[src/rtl/status_register_unit_pkg.sv]
// Shared constants for the NZCV status unit: condition codes, flag bit positions, status width.
// Status word packing is {Z,C,N,V} with Z in the MSB.
package status_register_unit_pkg;

    localparam int STATUS_W = 4;

    localparam int Z_BIT = 3;
    localparam int C_BIT = 2;
    localparam int N_BIT = 1;
    localparam int V_BIT = 0;

    typedef enum logic [3:0] {
        COND_EQ = 4'd0,
        COND_NE = 4'd1,
        COND_CS = 4'd2,
        COND_CC = 4'd3,
        COND_MI = 4'd4,
        COND_PL = 4'd5,
        COND_VS = 4'd6,
        COND_VC = 4'd7,
        COND_HI = 4'd8,
        COND_LS = 4'd9,
        COND_GE = 4'd10,
        COND_LT = 4'd11,
        COND_GT = 4'd12,
        COND_LE = 4'd13,
        COND_AL = 4'd14
    } cond_e;

    typedef struct packed {
        logic z;
        logic c;
        logic n;
        logic v;
    } flags_t;

    // Unpacks a raw ALU flag word by named bit position.
    function automatic flags_t to_flags(input logic [STATUS_W-1:0] w);
        flags_t f;
        f.z = w[Z_BIT];
        f.c = w[C_BIT];
        f.n = w[N_BIT];
        f.v = w[V_BIT];
        return f;
    endfunction

endpackage

[src/rtl/status_register_unit_sat_counter.sv]
// Saturating up-counter with async active-low clear; stops at all-ones.
// Latency: count visible one cycle after i_inc; no backpressure (i_inc is a plain enable).
module sat_counter #(
    parameter int W = 16
) (
    input  logic         i_clk,
    input  logic         i_rst_n,
    input  logic         i_inc,
    output logic [W-1:0] o_count
);

    logic [W-1:0] r_count;
    logic         w_sat;

    assign w_sat = &r_count;

    always_ff @(posedge i_clk or negedge i_rst_n) begin
        if (!i_rst_n) begin
            r_count <= '0;
        end else if (i_inc && !w_sat) begin
            r_count <= r_count + 1'b1;
        end
    end

    assign o_count = r_count;

endmodule

[src/rtl/status_register_unit.sv]
// Architectural NZCV register feeding condition check; forwards EXE flags or stalls ID on a flag dependency.
// Latency: status_reg one cycle after the EXE write, status_to_cond same cycle when forwarding; freeze holds all state.
module status_register_unit
    import status_register_unit_pkg::*;
#(
    parameter bit FORWARD_EN = 1'b1,
    parameter int CNT_W      = 16
) (
    input  logic                clk,
    input  logic                rst,
    input  logic                freeze,
    input  logic                flush,
    input  logic                ex_valid,
    input  logic                ex_s,
    input  logic                ex_cond_pass,
    input  logic [STATUS_W-1:0] alu_flags,
    input  logic                id_valid,
    input  logic [3:0]          id_cond,
    output logic [STATUS_W-1:0] status_reg,
    output logic [STATUS_W-1:0] status_to_cond,
    output logic                flags_hazard,
    output logic [CNT_W-1:0]    update_count
);

    flags_t r_flags;
    logic   w_ex_sets;
    logic   w_wr;
    logic   w_dep;

    // An S instruction that really commits its flags this cycle, ignoring freeze.
    assign w_ex_sets = ex_valid & ex_s & ex_cond_pass & ~flush;
    assign w_wr      = w_ex_sets & ~freeze;

    // Freeze is deliberately left out: a held pipeline keeps presenting the same pair.
    assign w_dep = w_ex_sets & id_valid & (id_cond != COND_AL);

    always_ff @(posedge clk or negedge rst) begin
        if (!rst) begin
            r_flags <= '0;
        end else if (w_wr) begin
            r_flags <= to_flags(alu_flags);
        end
    end

    assign status_reg = r_flags;

    sat_counter #(
        .W(CNT_W)
    ) u_cnt (
        .i_clk   (clk),
        .i_rst_n (rst),
        .i_inc   (w_wr),
        .o_count (update_count)
    );

    generate
        if (FORWARD_EN) begin : g_fwd
            assign status_to_cond = w_dep ? alu_flags : status_reg;
            assign flags_hazard   = 1'b0;
        end else begin : g_stall
            assign status_to_cond = status_reg;
            assign flags_hazard   = w_dep;
        end
    endgenerate

endmodule

[config.mk]
export PLATFORM = sky130hd
export DESIGN_NAME = status_register_unit
export DESIGN_NICKNAME = d
export VERILOG_FILES = /design/src/rtl/status_register_unit_pkg.sv /design/src/rtl/status_register_unit_sat_counter.sv /design/src/rtl/status_register_unit.sv
export SDC_FILE = /design/constraint.sdc
export NUM_CORES = 1
export LEC_CHECK = 0
export ABC_AREA = 1
export CAP_MARGIN = 40
export CORE_ASPECT_RATIO = 0.8
export CORE_MARGIN = 5
export CORE_UTILIZATION = 30
export CTS_CLUSTER_DIAMETER = 40
export DETAILED_ROUTE_END_ITERATION = 16
export PLACE_DENSITY = 0.54
export SLEW_MARGIN = 20
export SYNTH_ARGS = -nofsm -noshare
export SYNTH_HDL_FRONTEND = slang
export SYNTH_SLANG_ARGS = --single-unit
[constraint.sdc]
create_clock -name clk -period 1.8 [get_ports clk]
set_clock_uncertainty 0.05 [all_clocks]
set_input_delay 0.54 -clock clk [delete_from_list [all_inputs] [get_ports clk]]
set_output_delay 0.54 -clock clk [all_outputs]
set_load 0.01 [all_outputs]
==> metrics.yaml <==
clock_network:
  htree_levels: 1
  clkTransAtPathRegs_ps: 70
  cts_hold_buffers: 0
  clockBufferDepth: 2
  clock_latency_ps: 260
  clkSinkCount: 20
  cts_tree: "done"
  numCtsBuffers: 3
  root_buffer: "clkbuf_8"
routing:
  drt_iter0_drc: 77
  viasPerCell: 4.36
  route.detailed.drc: 0
  wl_per_cell_um: 11.2
  totalWireLength_mm: 3.58
  ant_nets: 0
  vias: 1391
  dr.pass1.iters: 4
worst_setup_path:
  r2r_cells: 10
  critPathMaxStageDelay_ps: 130
  cp.required_ps: 1210
  crit_family: "buffers and inverters"
  worstPathCellList: "buf_8 -> inv_4 -> nand2_4 -> nor2_4 -> nand3_4 -> buf_6 -> buf_6 -> nor2_4 -> a21oi_2 -> buf_2"
  crit_path_max_fanout: 3
  r2r_slack_ps: 170
  path_buf_inv: 5
  cp_slowest_cell: "buf_6"
  worstSetupPathType: "input pin to output pin"
  reg2reg_to: "u_cnt.o_count[4]$_DFFE_PN0P_"
  worstSetupStartpointType: "input pin"
  reg2reg_from: "u_cnt.o_count[1]$_DFFE_PN0P_"
  worstPathArrival_ps: 1400
  end_kind: "output pin"
logic_synthesis:
  yosys.area.top_type_share_pct: 39.3
  synth.distinct_cells: 21
  synth_edf_count: 0
  synth-seq-cells: 20
  ys.warnings.count: 0
  synth_flop_cell: "dfrtp_1"
  syn_nets: 207
  synthTopCellsByArea: "dfrtp_1, nand2_1, inv_1"
  syn_area_um2: 1270
  async_reset_ff_share_pct: 100
  yosysMostFrequentCell: "nand2_1"
  synth_common_cells: "nand2_1, inv_1, nor2_1"
  syn_inst: 190
  yosysTopAreaCell: "dfrtp_1"
  ys_seq_area_share_pct: 39.3
  synth.avg_cell_area_um2: 6.71
pwr:
  vdd.ir_drop.worst_uv: 374
  combPwrFrac_pct: 31.5
  pwr-share-seq_pct: 41.3
  sw_frac_of_total_pct: 28.4
  clkPwrFrac_pct: 27.2
  p_sw_uw: 361
  power.leakage_uw: 0.00105
  power.density_nw_per_um2: 616
  p_int_uw: 908
  totalPowerFinal_uw: 1270
sta:
  rsz0062_at_grt: "yes"
  finalWorstSetupSlack_ps: -194
  period_share_pct: 111
  slew_viol_final: 0
  final_hold_viol_count: 0
  fmaxAchievable_mhz: 501
  setup_viol: 4
  min_period_ps: 1990
floorplan:
  dieWidth_um: 82.9
  pin_count: 41
  core_um2: 4150
  die_y_um: 68.3
  design.die.area_um2: 5660
  rows: 21
  start_util_pct: 30.7
finish:
  nets: 280
  synthToLayoutAreaGrowth_pct: 61.6
  antenna_cells: 0
  largest_reg_flops: 16
  drive_above_1_share_pct: 28.2
job:
  cap_viol_max_count: 0
hold_path:
  hp-class: "register to register"
  whs_path_depth: 2
  min_to: "u_cnt.o_count[15]$_DFFE_PN0P_"
  hold_start: "u_cnt.o_count[15]$_DFFE_PN0P_"
global_route:
  track_usage_pct: 13.1
  grt_pass1_vias: 1260
  antenna_found_initial: 0
  grt-ovfl-total: 0
  grt_max_degree: 21
  grt_pass1_wl_mm: 5.95
place:
  io_buffers: 39
  dpl.hpwl_mm: 2.63
  dp_slack_ps: -1030
  gp_congestion: 0.778
status:
  violations: "negative setup slack"
  outcome: "finished with violations"
## metal layers
layer / vias up / wire length, um / global-route usage (%)
met5: - / 0 / 0
met4: 0 / 19 / 1.84
met3: 2 / 201 / 3.97
met2: 27 / 1620 / 21.6
met1: 628 / 1730 / 17.5
li1: 734 / - / -
## cell type report
class | count | area, um2
Fill cell | 431 | 2090
Multi-Input combinational cell | 139 | 719
Timing Repair Buffer | 70 | 599
Sequential cell | 20 | 502
Inverter | 29 | 114
Tap cell | 57 | 71.3
Clock buffer | 4 | 55.1
## power by group through the flow
stage	clock network [uW]	logic [uW]	registers, uW
after detailed placement	0	361	542
after floorplan	0	110	566
after global routing	381	439	531
final	345	399	524
after global placement	0	360	544
after CTS	365	392	524
## worst max-delay path by stage
stage	startpoint	to	slack [ps]	cells after the start
2_1_floorplan	flush	status_to_cond[0]	20	5
3_3_place_gp	ex_valid	status_to_cond[2]	-1000	6
3_5_place_dp	ex_valid	status_to_cond[2]	-1030	6
4_1_cts	flush	status_to_cond[0]	-230	10
5_1_grt	flush	status_to_cond[0]	-270	9
6_report	flush	status_to_cond[0]	-190	10
## logic make-up after synthesis
kind of cell	Yosys count	synth area share, %
other cells	1	0.294
compound gates	13	5.40
buf+inv	31	10.5
xor+xnor	5	3.44
fa+ha+maj	1	0.981
simple gates	119	40.1
flops	20	39.3
## worst reg2reg max path, cell delays in order, from the launching register on
cell and delay (ps):
dfrtp_1 350, buf_4 120, ha_2 210, inv_1 50
nor2_1 120, nand2_2 110, nor2_2 170, nor2_2 70
buf_4 150, nand2_1 70, o21ai_2 50
## placed cells by master, fill, tap and decap left out, drive strengths merged
cell,instances
ha,1
dlymetal6s2s,4
nand2,71
xnor2,3
clkdlybuf4s50,17
dlygate4sd2,6
inv,27
xor2,2
conb,1
nand3,14
dfrtp,20
nand4,8
clkbuf,6
clkinv,2
o21ai,9
nor2,26
buf,41
a21oi,4
## timing repair
action	CTS	global route
gates resized for setup	60	23
setup buffers	22	1
pin swaps	8	8
setup endpoints to repair	19	27
## metrics by stage
step	hold WS (ps)	util, %	std cells	TNS (ps)	cell area, um2
6_report	493	49.6	319	-527	2060
3_3_place_gp	492	42.9	293	-5560	1780
5_1_grt	555	49.6	319	-812	2060
4_1_cts	505	48.1	319	-1460	2000
3_5_place_dp	491	42.9	293	-5790	1780
2_1_floorplan	194	-	190	0	1270
(Power assumes the default switching activity.)
